`config.mk`:
```
export PLATFORM = sky130hd
export DESIGN_NAME = dmem_arbiter
export DESIGN_NICKNAME = d
export VERILOG_FILES = /design/src/rtl/dmem_arb_pkg.sv /design/src/rtl/dmem_arbiter_rr_arb2.sv /design/src/rtl/dmem_arbiter.sv
export SDC_FILE = /design/constraint.sdc
export NUM_CORES = 1
export LEC_CHECK = 0
export ABC_AREA = 1
export BUFFER_PORTS_ARGS = -buffer_cell sky130_fd_sc_hd__buf_2
export CAP_MARGIN = 0
export CORE_MARGIN = 4
export CORE_UTILIZATION = 40
export DETAILED_ROUTE_END_ITERATION = 10
export GPL_TIMING_DRIVEN = 0
export PLACE_DENSITY = 0.73
export SLEW_MARGIN = 20
export SYNTH_ARGS = -nofsm -noshare
export SYNTH_HDL_FRONTEND = slang
export SYNTH_SLANG_ARGS = --single-unit
```
`constraint.sdc`:
```
create_clock -name clk -period 3.1 [get_ports clk]
set_input_delay 0.465 -clock clk [delete_from_list [all_inputs] [get_ports clk]]
set_output_delay 0.465 -clock clk [all_outputs]
set_load 0.05 [all_outputs]
```
`src/rtl/dmem_arb_pkg.sv`:
```
// dmem_arb_pkg: shared definitions for the data-memory arbiter.
//   - state_e    : arbiter FSM encoding (IDLE, ACCESS, RESP)
//   - F3_*       : RISC-V load/store funct3 size codes
//   - REQ_*      : requester indices (core = 0, debug/loader = 1)
//   - misaligned : alignment test used when DMEM_ARB_ALIGN_CHECK_EN is defined
package dmem_arb_pkg;

    typedef enum logic [1:0] {
        IDLE   = 2'd0,
        ACCESS = 2'd1,
        RESP   = 2'd2
    } state_e;

    localparam logic [2:0] F3_B  = 3'b000;
    localparam logic [2:0] F3_H  = 3'b001;
    localparam logic [2:0] F3_W  = 3'b010;
    localparam logic [2:0] F3_BU = 3'b100;
    localparam logic [2:0] F3_HU = 3'b101;

    localparam logic REQ_CORE = 1'b0;
    localparam logic REQ_DBG  = 1'b1;

    // Byte accesses are always aligned; halves need addr[0] == 0, words addr[1:0] == 0.
    function automatic logic misaligned(input logic [2:0] f3, input logic [1:0] a);
        logic bad;
        bad = 1'b0;
        if (f3 == F3_W && a != 2'b00)
            bad = 1'b1;
        else if ((f3 == F3_H || f3 == F3_HU) && a[0])
            bad = 1'b1;
        return bad;
    endfunction

endpackage

```
`src/rtl/dmem_arbiter_rr_arb2.sv`:
```
// rr_arb2: combinational two-way round-robin picker.
//   req[1:0] : request vector
//   last     : index of the requester granted most recently
//   gnt[1:0] : one-hot grant (zero when no request)
module rr_arb2 (
    input  logic [1:0] req,
    input  logic       last,
    output logic [1:0] gnt
);

    always_comb begin
        gnt = 2'b00;
        if (req == 2'b11)
            gnt = last ? 2'b01 : 2'b10;  // contention: favour the one not served last
        else
            gnt = req;
    end

endmodule

```
`src/rtl/dmem_arbiter.sv`:
```
// dmem_arbiter: shares one data-memory port between the core load/store
// stage (requester 0) and the debug/loader (requester 1). Round-robin
// grant, registered request capture, one access in flight; load data
// comes back as a one-cycle pulse on rsp_valid two cycles after accept.
//
// Ports:
//   clk, reset                     clock, synchronous active-high reset
//   req_valid/write/addr/wdata/funct3  per-requester request channel
//   req_ready[1:0]                 one-hot accept (valid & ready = handshake)
//   rsp_valid[1:0], rsp_rdata      one-hot response pulse, load data
//   rsp_err                        misaligned-access flag (only with macro)
//   mem_read/write/addr/wd/funct3  to the memory instance
//   mem_rd                         read data from memory
//
// Optional: define DMEM_ARB_ALIGN_CHECK_EN to add rsp_err and suppress
// memory strobes for misaligned half/word accesses.
//
// state  | meaning
// -------+--------------------------------------------------------------
// IDLE   | nothing in flight; requests may be accepted
// ACCESS | memory strobe cycle for the latched request; rd captured at end
// RESP   | response pulse to owner; a new request may be accepted
module dmem_arbiter
    import dmem_arb_pkg::*;
#(
    parameter int DM_ADDRESS = 9,
    parameter int DATA_W     = 32
) (
    input  logic                       clk,
    input  logic                       reset,
    input  logic [1:0]                 req_valid,
    input  logic [1:0]                 req_write,
    input  logic [1:0][DM_ADDRESS-1:0] req_addr,
    input  logic [1:0][DATA_W-1:0]     req_wdata,
    input  logic [1:0][2:0]            req_funct3,
    output logic [1:0]                 req_ready,
    output logic [1:0]                 rsp_valid,
    output logic [DATA_W-1:0]          rsp_rdata,
`ifdef DMEM_ARB_ALIGN_CHECK_EN
    output logic                       rsp_err,
`endif
    output logic                       mem_read,
    output logic                       mem_write,
    output logic [DM_ADDRESS-1:0]      mem_addr,
    output logic [DATA_W-1:0]          mem_wd,
    output logic [2:0]                 mem_funct3,
    input  logic [DATA_W-1:0]          mem_rd
);

    localparam logic [1:0] ST_IDLE   = IDLE;
    localparam logic [1:0] ST_ACCESS = ACCESS;
    localparam logic [1:0] ST_RESP   = RESP;

    logic [1:0]            state_q;
    logic                  last_owner_q;
    logic                  owner_q;
    logic                  write_q;
    logic [DM_ADDRESS-1:0] addr_q;
    logic [DATA_W-1:0]     wdata_q;
    logic [2:0]            funct3_q;
    logic [DATA_W-1:0]     rdata_q;

    logic [1:0] gnt;
    logic       accept_win;
    logic       grant;
    logic       gnt_idx;
    logic       in_access;
    logic       in_resp;
    logic       bad;

    rr_arb2 u_rr_arb2 (
        .req  (req_valid),
        .last (last_owner_q),
        .gnt  (gnt)
    );

    assign accept_win = (state_q == ST_IDLE) || (state_q == ST_RESP);
    assign req_ready  = accept_win ? gnt : 2'b00;
    assign grant      = |req_ready;
    assign gnt_idx    = req_ready[1];

    always_ff @(posedge clk) begin
        if (reset) begin
            state_q      <= ST_IDLE;
            last_owner_q <= REQ_DBG;
            owner_q      <= REQ_CORE;
            write_q      <= 1'b0;
            addr_q       <= '0;
            wdata_q      <= '0;
            funct3_q     <= '0;
            rdata_q      <= '0;
        end else begin
            case (state_q)
                ST_IDLE, ST_RESP: begin
                    if (grant) begin
                        state_q      <= ST_ACCESS;
                        owner_q      <= gnt_idx;
                        last_owner_q <= gnt_idx;
                        write_q      <= req_write[gnt_idx];
                        addr_q       <= req_addr[gnt_idx];
                        wdata_q      <= req_wdata[gnt_idx];
                        funct3_q     <= req_funct3[gnt_idx];
                    end else begin
                        state_q <= ST_IDLE;
                    end
                end
                ST_ACCESS: begin
                    rdata_q <= mem_rd;
                    state_q <= ST_RESP;
                end
                default: state_q <= ST_IDLE;
            endcase
        end
    end

    assign in_access = (state_q == ST_ACCESS);
    assign in_resp   = (state_q == ST_RESP);

`ifdef DMEM_ARB_ALIGN_CHECK_EN
    assign bad     = misaligned(funct3_q, addr_q[1:0]);
    assign rsp_err = in_resp & bad;
`else
    assign bad = 1'b0;
`endif

    assign mem_read   = in_access & ~write_q & ~bad;
    assign mem_write  = in_access &  write_q & ~bad;
    assign mem_addr   = addr_q;
    assign mem_wd     = wdata_q;
    assign mem_funct3 = funct3_q;

    assign rsp_valid = in_resp ? (owner_q ? 2'b10 : 2'b01) : 2'b00;
    // Stores and rejected accesses return zero data.
    assign rsp_rdata = (in_resp & ~write_q & ~bad) ? rdata_q : '0;

endmodule

```
==> summary.txt <==
Global route
  – GRT overflow: 0
  – Largest net degree at the start of global routing: 14
  – Initial antenna violation count: 0
  – Vias in the first global route: 4078
  – Total global routing track utilization: 20.1%
  – Global-route wire length before repair: 18400 µm

Clock network
  – CTS clk-pin slew, worst paths: 0.08 ns
  – H-tree depth: 3
  – Hold Buf Count CTS: 0
  – CTS tree: built
  – CTS sink cnt: 81
  – Root buffer cell: clkbuf_8
  – Post-CTS Setup Inserts: 0
  – CTS Buf Count: 9
  – Post-CTS sizing: 0
  – Clk_lat worst skew: 0.34 ns
  – Longest Clk Path Bufs: 2

Detailed routing
  – WL final: 11200 µm
  – Vias: 4245
  – Detailed Route Iter0 Violations: 202
  – ANT nets after route: 0
  – Wire per inst: 12.2 µm
  – First-pass DRT Iterations: 4
  – DR DRC count: 0
  – Drt via density: 4.61

Logic synthesis
  – Synthesized instance count: 588
  – Seq/Total Area, Yosys: 43.0%
  – Yosys warns: 0
  – Avg Cell Area, Syn: 6.42 µm²
  – Main flop type after synthesis: dfxtp_1
  – Cell area after synthesis: 3770 µm²
  – Synth top area cells: dfxtp_1 43%, nand2_1 15%, inv_1 11%
  – Post-synth ARST share: 0%
  – Seq cells post-synth: 81
  – Post-synth top cells: 147 x nand2_1, 107 x inv_1, 81 x dfxtp_1
  – Synth unique cells: 17
  – Yosys top cell area share: 43.0%
  – Post-synth top area cell: dfxtp_1
  – Top-count cell post-synth: nand2_1
  – Post-synth EDFFs: 0
  – Syn Nets: 714

Placed design
  – Detailed placer's ending HPWL: 8810 µm
  – I/O Buffers: 206
  – Routability congestion estimate: 0.841
  – Area of placed instances: 4940 µm²

Pwr
  – Clock power share: 28.0%
  – Overall power: 2.64 mW
  – Worst-case vdd ir drop: 0.227 mV
  – LEAKAGE: 3.03 nW
  – Power Internal: 1.72 mW
  – Logic pwr share: 27.3%
  – PwrDens: 514 nW/µm²
  – P_sw: 918 µW
  – Switching part of the total: 34.8%
  – Sequential power share: 44.7%

Outcome
  – Status: complete, no violations

Timing
  – Final Hold Viols: 0
  – RSZ-0062 raised after global routing: false
  – Setup TNS: 0 ns
  – Max-slew violations: 0
  – Fin crit period: 2.14 ns
  – Tcrit/Tclk final: 69.1%
  – Slew margin rel.: 68.7%
  – Fmax: 467 MHz
  – Clk_skew: 0.0126 ns
  – Least-Margin Pin Slew: 0.469 ns
  – Final setup violating endpoints: 0

Cells and area
  – Final Cell Area: 5130 µm²
  – # fillers: 932
  – Fin util: 55.8%
  – Final #Nets: 931
  – Antenna Cells: 0
  – Layout cells sized above 1: 30.7%
  – Syn-to-layout area delta: 35.9%

Die
  – Width of the die: 105 µm
  – Die Y: 105 µm
  – IO Count: 208
  – Row count: 35
  – Die area: 11100 µm²
  – Std-Cell Core Area: 9200 µm²
  – Starting Density: 41.0%

Setup path
  – Critical path arrival: 1.68 ns
  – CP Max Fanout: 10
  – Crit. End Element: primary output
  – CP Data Required Time: 2.63 ns
  – Crit start category: flop
  – Crit Path Category: reg2out

Hold path
  – HP Class: in2reg

Flow run
  – Maxcap violations: 0
layer usage:
metal  wire length [µm]  share of wire (%)  track usage (%)  vias up
met1               4730                 42             24.2     1858
met5                  0                  0                0        -
met3                789                7.0             5.31       12
li1                   -                  -                -     2219
met2               5560                 50             35.3      156
met4                142                1.3             5.53        0
metrics by stage:
| step | hold slack (ns) | setup slack (ns) | instances |
|---|---|---|---|
| after global routing | 0.392 | 0.771 | 920 |
| after floorplan | 0.430 | 1.16 | 588 |
| final | 0.409 | 0.957 | 920 |
| after detailed placement | 0.439 | 1.12 | 905 |
| after CTS | 0.389 | 0.901 | 920 |
| after global placement | 0.434 | 1.13 | 905 |
final cells by class:
cell class              instances  area (µm²)  area share [%]
well taps                     111         139            2.71
clock inverters                 5        57.6            1.12
clock buffers                  10         128            2.49
inverters                     110         413            8.05
plain buffers                  37         176            3.44
flip-flops and latches         81        1620            31.6
multi-input cells             360        1560            30.5
repair buffers                206        1030            20.1
layout by cell type (no fill, tap or decap), drive strengths merged:
cell type  instances
a21oi             34
buf              230
bufinv             1
clkbuf            23
clkinv             4
dfxtp             81
inv              110
nand2            148
nand3             47
nand4             19
nor2              78
o211ai             1
o21ai             33
power groups by stage:
stage                     clock [mW]  sequential (mW)  combinational, mW
after floorplan                    0             1.39              0.309
after global placement             0             1.20              0.714
after detailed placement           0             1.20              0.725
after CTS                      0.766             1.18              0.727
after global routing           0.815             1.19              0.795
final                          0.737             1.18              0.720
critical path, stage by stage, from the launching register on:
cell and delay [ns]:
dfxtp_1 0.32, inv_2 0.07, nor2_1 0.11, inv_2 0.06
buf_2 0.16, buf_2 0.20, nor2_1 0.12, buf_2 0.29
flip-flops by register name, indices dropped and copies added (netlist names):
name / count
write_q: 1
mem_funct3: 3
mem_wd: 32
owner_q: 1
rdata_q: 32
mem_addr: 9
last_owner_q: 1
state_q: 2
logic make-up (layout without fill, tap and decap cells):
kind of cell    Yosys count  in the layout  share of synthesized area [%]
buf+inv                 147            368                           15.6
flops                    81             81                           43.0
simple gates            292            292                           32.3
compound gates           68             68                           9.08
worst paths after layout:
kind / from / endpoint / slack (ns) / cells past startpoint
min: req_wdata[1] / mem_wd[1]$_SDFFE_PP0P_ / 0.41 / 5
min reg2reg: mem_addr[0]$_SDFFE_PP0P_ / mem_addr[0]$_SDFFE_PP0P_ / 0.46 / 2
max reg2reg: last_owner_q$_SDFFE_PP1P_ / mem_addr[7]$_SDFFE_PP0P_ / 1.78 / 7
max: state_q[0]$_SDFF_PP0_ / mem_write / 0.96 / 7
No activity file was read; power rests on OpenSTA's default activity.
